===== config.mk =====
export PLATFORM = sky130hd
export DESIGN_NAME = timing_sequencer
export DESIGN_NICKNAME = d
export VERILOG_FILES = /design/src/rtl/m6502_pkg.sv /design/src/rtl/seq_perf_counter.sv /design/src/rtl/timing_sequencer.sv
export SDC_FILE = /design/constraint.sdc
export NUM_CORES = 1
export LEC_CHECK = 0
export ABC_AREA = 1
export BUFFER_PORTS_ARGS = -buffer_cell sky130_fd_sc_hd__buf_2
export CAP_MARGIN = 20
export CORE_ASPECT_RATIO = 1.5
export CORE_MARGIN = 5
export CORE_UTILIZATION = 37
export CTS_CLUSTER_DIAMETER = 80
export DETAILED_ROUTE_END_ITERATION = 10
export GPL_TIMING_DRIVEN = 1
export HOLD_SLACK_MARGIN = 0.06
export PLACE_DENSITY = 0.72
export REMOVE_ABC_BUFFERS = 1
export SYNTH_ARGS = -nofsm -noshare
export SYNTH_HDL_FRONTEND = slang
export SYNTH_SLANG_ARGS = --single-unit

===== constraint.sdc =====
create_clock -name clock -period 1.2 [get_ports clock]
set_clock_uncertainty 0.1 [all_clocks]
set_input_delay 0.24 -clock clock [delete_from_list [all_inputs] [get_ports clock]]
set_output_delay 0.24 -clock clock [all_outputs]
set_load 0.1 [all_outputs]

===== src/rtl/m6502_pkg.sv =====
// -----------------------------------------------------------------------------
// m6502_pkg
//
// Definitions shared by the M6502 instruction sequencer and the decode logic.
//   - Sequencer state encoding (FETCH / EXEC).
//   - Width of the one-hot timing vector (t1..t8).
//   - Opcode loaded on reset (NOP).
//   - Indices into the decoder's enable vector, including TIMING_RESET, the
//     enable that tells the sequencer the current step is the last one.
//   - step_to_timing(): maps an execute step number to its one-hot vector.
// -----------------------------------------------------------------------------
package m6502_pkg;

    // Sequencer states. The execute step number is held separately.
    localparam logic [0:0] ST_FETCH = 1'b0;
    localparam logic [0:0] ST_EXEC  = 1'b1;

    // One-hot timing vector width: t1..t8.
    localparam int TIMING_W = 8;

    // Width of the execute step counter (0 = no step, 1..8 = t1..t8).
    localparam int STEP_W = 4;

    // Opcode presented to the decoder after reset.
    localparam logic [7:0] NOP_OPCODE = 8'hEA;

    // Decoder enable-vector indices.
    localparam int EN_COUNT     = 8;
    localparam int TIMING_RESET = 0;
    localparam int PC_INC       = 1;
    localparam int PC_LOAD      = 2;
    localparam int ADDR_LO_LOAD = 3;
    localparam int ADDR_HI_LOAD = 4;
    localparam int ACC_LOAD     = 5;
    localparam int MEM_WRITE    = 6;
    localparam int FLAGS_LOAD   = 7;

    // Step n (1..TIMING_W) maps to bit n-1; step 0 (fetch) maps to all-zero.
    function automatic logic [TIMING_W-1:0] step_to_timing(input logic [STEP_W-1:0] n);
        logic [TIMING_W-1:0] t;
        t = '0;
        for (int i = 0; i < TIMING_W; i++) begin
            if (n == STEP_W'(i + 1)) begin
                t[i] = 1'b1;
            end
        end
        return t;
    endfunction

endpackage


===== src/rtl/seq_perf_counter.sv =====
// -----------------------------------------------------------------------------
// seq_perf_counter
//
// 32-bit event counter with synchronous active-low clear. Wraps modulo 2^32.
//
// Ports:
//   clock    in   rising-edge clock
//   clear_n  in   synchronous clear, active low; wins over inc
//   inc      in   add one on this edge
//   count    out  current count
// -----------------------------------------------------------------------------
module seq_perf_counter (
    input  logic        clock,
    input  logic        clear_n,
    input  logic        inc,
    output logic [31:0] count
);

    always_ff @(posedge clock) begin
        if (!clear_n) begin
            count <= 32'h0;
        end else if (inc) begin
            count <= count + 32'd1;
        end
    end

endmodule


===== src/rtl/timing_sequencer.sv =====
// -----------------------------------------------------------------------------
// timing_sequencer
//
// Instruction cycle sequencer for the M6502 core. Holds the opcode register and
// the one-hot timing vector consumed by the decoder, and ends each instruction
// when the decoder returns its TIMING_RESET enable. An instruction that is
// still running at step MAX_STEPS is trapped: the sequencer returns to fetch,
// keeps the offending opcode and flags `illegal` for that fetch cycle.
//
// Parameters:
//   MAX_STEPS     last legal execute step (1..8)
//
// Ports:
//   clock         in   rising-edge clock
//   reset         in   synchronous reset, active low
//   ready         in   memory ready; low freezes all sequencer state
//   timing_reset  in   decoder TIMING_RESET enable: current step is the last
//   data_in       in   memory read data (opcode byte during fetch)
//   timing        out  one-hot t1..t8, zero during fetch
//   opcode        out  registered current opcode
//   sync          out  high during the fetch cycle
//   illegal       out  high in the fetch cycle following a timeout trap
//   cycle_count   out  edges with ready high since reset
//   instr_count   out  opcode fetches completed since reset
//
// Build option:
//   SEQ_PERF_COUNT_EN  when defined, cycle_count/instr_count are live counters;
//                      otherwise both are tied to zero and no flops exist.
// -----------------------------------------------------------------------------
module timing_sequencer
    import m6502_pkg::*;
#(
    parameter int MAX_STEPS = 6
) (
    input  logic        clock,
    input  logic        reset,
    input  logic        ready,
    input  logic        timing_reset,
    input  logic [7:0]  data_in,
    output logic [7:0]  timing,
    output logic [7:0]  opcode,
    output logic        sync,
    output logic        illegal,
    output logic [31:0] cycle_count,
    output logic [31:0] instr_count
);

    localparam logic [STEP_W-1:0] LAST_STEP = STEP_W'(MAX_STEPS);

    logic [0:0]          state_q;
    logic [0:0]          state_d;
    logic [STEP_W-1:0]   step_q;
    logic [STEP_W-1:0]   step_d;
    logic [TIMING_W-1:0] timing_q;
    logic [7:0]          opcode_q;
    logic [7:0]          opcode_d;
    logic                trap_q;
    logic                trap_d;

    // Next-state logic. With ready low everything holds, fetch included.
    always_comb begin
        state_d  = state_q;
        step_d   = step_q;
        opcode_d = opcode_q;
        trap_d   = trap_q;
        if (ready) begin
            if (state_q == ST_FETCH) begin
                state_d  = ST_EXEC;
                step_d   = STEP_W'(1);
                opcode_d = data_in;
                trap_d   = 1'b0;
            end else if (timing_reset) begin
                // Normal end of instruction; takes priority over the timeout.
                state_d = ST_FETCH;
                step_d  = '0;
            end else if (step_q < LAST_STEP) begin
                step_d = step_q + STEP_W'(1);
            end else begin
                // Runaway opcode: back to fetch, keep opcode for inspection.
                state_d = ST_FETCH;
                step_d  = '0;
                trap_d  = 1'b1;
            end
        end
    end

    // Timing is registered from the next step so the decoder sees a clean
    // one-hot vector for the whole cycle.
    always_ff @(posedge clock) begin
        if (!reset) begin
            state_q  <= ST_FETCH;
            step_q   <= '0;
            timing_q <= '0;
            opcode_q <= NOP_OPCODE;
            trap_q   <= 1'b0;
        end else begin
            state_q  <= state_d;
            step_q   <= step_d;
            timing_q <= step_to_timing(step_d);
            opcode_q <= opcode_d;
            trap_q   <= trap_d;
        end
    end

    assign timing  = timing_q;
    assign opcode  = opcode_q;
    assign sync    = (state_q == ST_FETCH);
    assign illegal = trap_q & sync;

`ifdef SEQ_PERF_COUNT_EN
    logic fetch_done;

    assign fetch_done = ready && (state_q == ST_FETCH);

    seq_perf_counter u_cycle_counter (
        .clock   (clock),
        .clear_n (reset),
        .inc     (ready),
        .count   (cycle_count)
    );

    seq_perf_counter u_instr_counter (
        .clock   (clock),
        .clear_n (reset),
        .inc     (fetch_done),
        .count   (instr_count)
    );
`else
    assign cycle_count = 32'h0;
    assign instr_count = 32'h0;
`endif

endmodule


# == Yosys cells after proc, flatten, opt, wreduce, memory -nomap -nowiden ==
# Index checks and enable logic that the tools add are counted.
# totals
in_bits,12
reg_bits,22
out_inout_bits,82
wordCells,39
# op_classes
n_reduce_logical,2
n_lt_le_gt_ge,1
muxes,18
n_addsub,1
n_eq_ne,10
n_bitwise,2
# ops
cell,count
"4-bit by 3-bit == test with 1-bit output, second input constant",4
4-bit 2-to-1 mux,4
1-bit 2-to-1 mux,14
"4-bit by 2-bit == test with 1-bit output, second input constant",2
"4-bit by 1-bit adder with 4-bit output, second input constant",1
"4-bit by 1-bit == test with 1-bit output, second input constant",1
"4-bit == test, second input constant",1
"4-bit by 3-bit less-than comparator with 1-bit output, second input constant",1
"2-bit inequality test, second input constant",2
3-bit AND reduction,1
2-bit AND reduction,1
1-bit AND,1
1-bit NOT,1

# == Depth between registers and ports, before layout ==
# depth
word_depth,7
ltp_mapped,9
mapped_depth_nobuf,9

# == Worst setup path after synthesis ==
# Ideal clock, no wire load.
# synth_path
path_type,register to output
start,register state_q
end,output port illegal
arrival_time_ns,1.602
path_slack_ns,-0.742
stages_incl_launch_ff,2
path_buffers,0
t_required_ns,0.860
cell_sequence,dfxtp_1 -> nor2_1
# synth_via
elab_chain_cells,2
# synth_lines
element,line_no,source
start: declaration,timing_sequencer.sv:50,logic [0:0] state_q;
start signal: assignment,timing_sequencer.sv:97,state_q <= state_d;
1-bit NOT (no source line),n/a,
1-bit AND,timing_sequencer.sv:108,assign illegal = trap_q & sync;
end: declaration,timing_sequencer.sv:43,"output logic illegal,"
# Every way passes these cells.

# == Worst setup path after layout ==
# Same ends and word-level chain as after synthesis.

==> out/qor.csv <==
metric;value;unit
rsz0062_at_grt;true;
failed_checks;setup timing;
hold_start;data_in[6];
cts.reportedPaths.clkPinSlew;0.08;ns
place_hpwl;2.10;mm
cts_buffers;3;
grt_max_degree;14;
syn_area;1360;um2
ios;94;
power_density;1600;nW/um2
drv_slew;0;
cp_data_required_time;0.86;ns
grt_usage;10.5;%
synth_cell_type_count;23;
fin_crit_sh;106;%
clock_tree.htree_level_count;1;
async_reset_ff_share;0;%
final-hold-violation-count;0;
drive_above_1_share;41.5;%
crit_arrival;0.93;ns
vias;999;
synth_warnings;0;
synth_top_area_cell;buf_4;
synth-compound-area-share;5.23;%
syn2layout_area_growth;33.7;%
synth_fa_ha_area_share;0.917;%
synthTopCellsByArea;buf_4 (36%), dfxtp_1 (32%), nand2_1 (5.5%), nor2_1 (5.2%), nand3_1 (2.6%);
drt_iter0_markers;10;
p_leak;0.914;nW
root_buffer;clkbuf_8;
synth_edf_count;0;
fin_nets;226;
yosys.area_share.simple;20.4;%
cts_tree;built;
drv_cap;0;
postPlaceCellArea;1650;um2
fp-row-count;27;
synthMuxAreaShare;0;%
grt_pass1_vias;973;
status;complete, but fails checks;
finalPower;2.91;mW
overflow;0;
preCtsSetupSlack;-0.0669;ns
fmax;787;MHz
setup_tns;-0.237;ns
r2r-start;step_q[1]$_SDFF_PN0_;
core;3610;um2
cp_max_fo;3;
postRouteAntennaNets;0;
synth.avg_cell_area;7.88;um2
layout_commonest_cell;conb_1;
setup_slack;-0.0704;ns
syn_inst;173;
route.detailed.drc;0;
critPathCaptureType;primary output;
initial_core_util;37.7;%
antenna_found_initial;0;
critPathLaunch;state_q$_SDFFE_PN0P_;
synth_top_family_by_area;buffers and inverters;
crit_type;reg2out;
die_area;5030;um2
vdd_drop_max;0.839;mV
gp_congestion;0.860;
n_antenna_cell;0;
finalSetupViolCount;9;
portBuffers;29;
numClockSinks;22;
die-height;84.4;um
design_area;1820;um2
drt-total-wl;2.66;mm
wl_per_cell;10.4;um
synth_xor_area_share;0;%
insertion_delay;0.26;ns
fin_util;50.4;%
post-route-min-period;1.27;ns
via_per_inst;3.92;
clockBufferDepth;2;
drt_pre_antenna_iters;4;
synth_flop_cell;dfxtp_1;
ys_ff_latch;22;
synth_top_area_share;36.3;%
yosysSeqAreaShare;32.3;%
final_cell_mix;conb_1 (64), buf_12 (19), nor2_1 (17);
grt_pass1_wl;3.97;mm
hp-class;in2reg;
die_w;59.6;um
startpoint_type;register;
## critical path: stages (launching register included)
cell and delay (ns):
dfxtp_4 0.37, nor2_4 0.12, buf_12 0.18
## stage by stage
step / hold WS, ns / cells
floorplan: 0.219 / 169
global placement: 0.339 / 251
detailed placement: 0.341 / 251
CTS: 0.0636 / 255
global route: 0.0690 / 255
finish: 0.0687 / 255
## power by group
part / switching [mW] / internal [mW] / leakage [nW]
Combinational: 1.21 / 0.202 / 0.697
Clock: 0.247 / 0.446 / 0.0357
Sequential: 0.0351 / 0.768 / 0.181
## registers in the layout, summed over array words and instances, names as in the netlist
register  flops
opcode        8
state_q       1
timing        8
step_q        4
trap_q        1
## cell usage after synthesis, types with 2 or more instances
cell type and count:
buf_4 66, dfxtp_1 22, nand2_1 20, nor2_1 19
inv_1 7, nand3_1 7, inv_2 5, nand2_2 5
a21oi_1 3, o21ai_0 3, a21oi_2 2, nand2_4 2
o21ai_2 2
## metal layers
layer | global-route usage, % | part of all wire, % | up-vias
met1 | 9.69 | 31 | 442
met4 | 6.65 | 2.7 | 0
li1 | - | - | 481
met2 | 19.4 | 52 | 72
met5 | 0 | 0 | -
met3 | 2.46 | 15 | 4
## path summary, 6_finish.rpt
check | endpoint | slack (ns) | cells after the start
min reg2reg | opcode[1]$_SDFFE_PN1P_ | 0.40 | 2
max | illegal | -0.07 | 2
min | opcode[6]$_SDFFE_PN1P_ | 0.07 | 3
max reg2reg | timing[3]$_SDFF_PN0_ | -0.03 | 6
## what timing repair did
item	CTS	global route
endpoints found under the setup margin	12	23
gates resized for setup	21	12
hold buffers	0	0
hold endpoints to repair	0	0
pin swaps	6	3
setup buffers	1	0
## kinds of logic (layout without fill, tap and decap cells)
group	after synthesis	after routing
other	1	64
AND/OR/NAND/NOR	58	58
adder cells (fa/ha/maj)	1	1
buffers and inverters	80	56
flip-flops	22	22
AO/OA/AOI/OAI	11	11
## layout make-up
type / count / area (um2)
clock buffer: 3 / 41.3
inverter: 13 / 51.3
timing repair buffer: 39 / 507
multi-input combinational: 134 / 682
fill: 328 / 1790
tap: 43 / 53.8
clock inverter: 1 / 30.0
sequential: 22 / 458
Note: power is estimated with default switching activity, not from simulation.
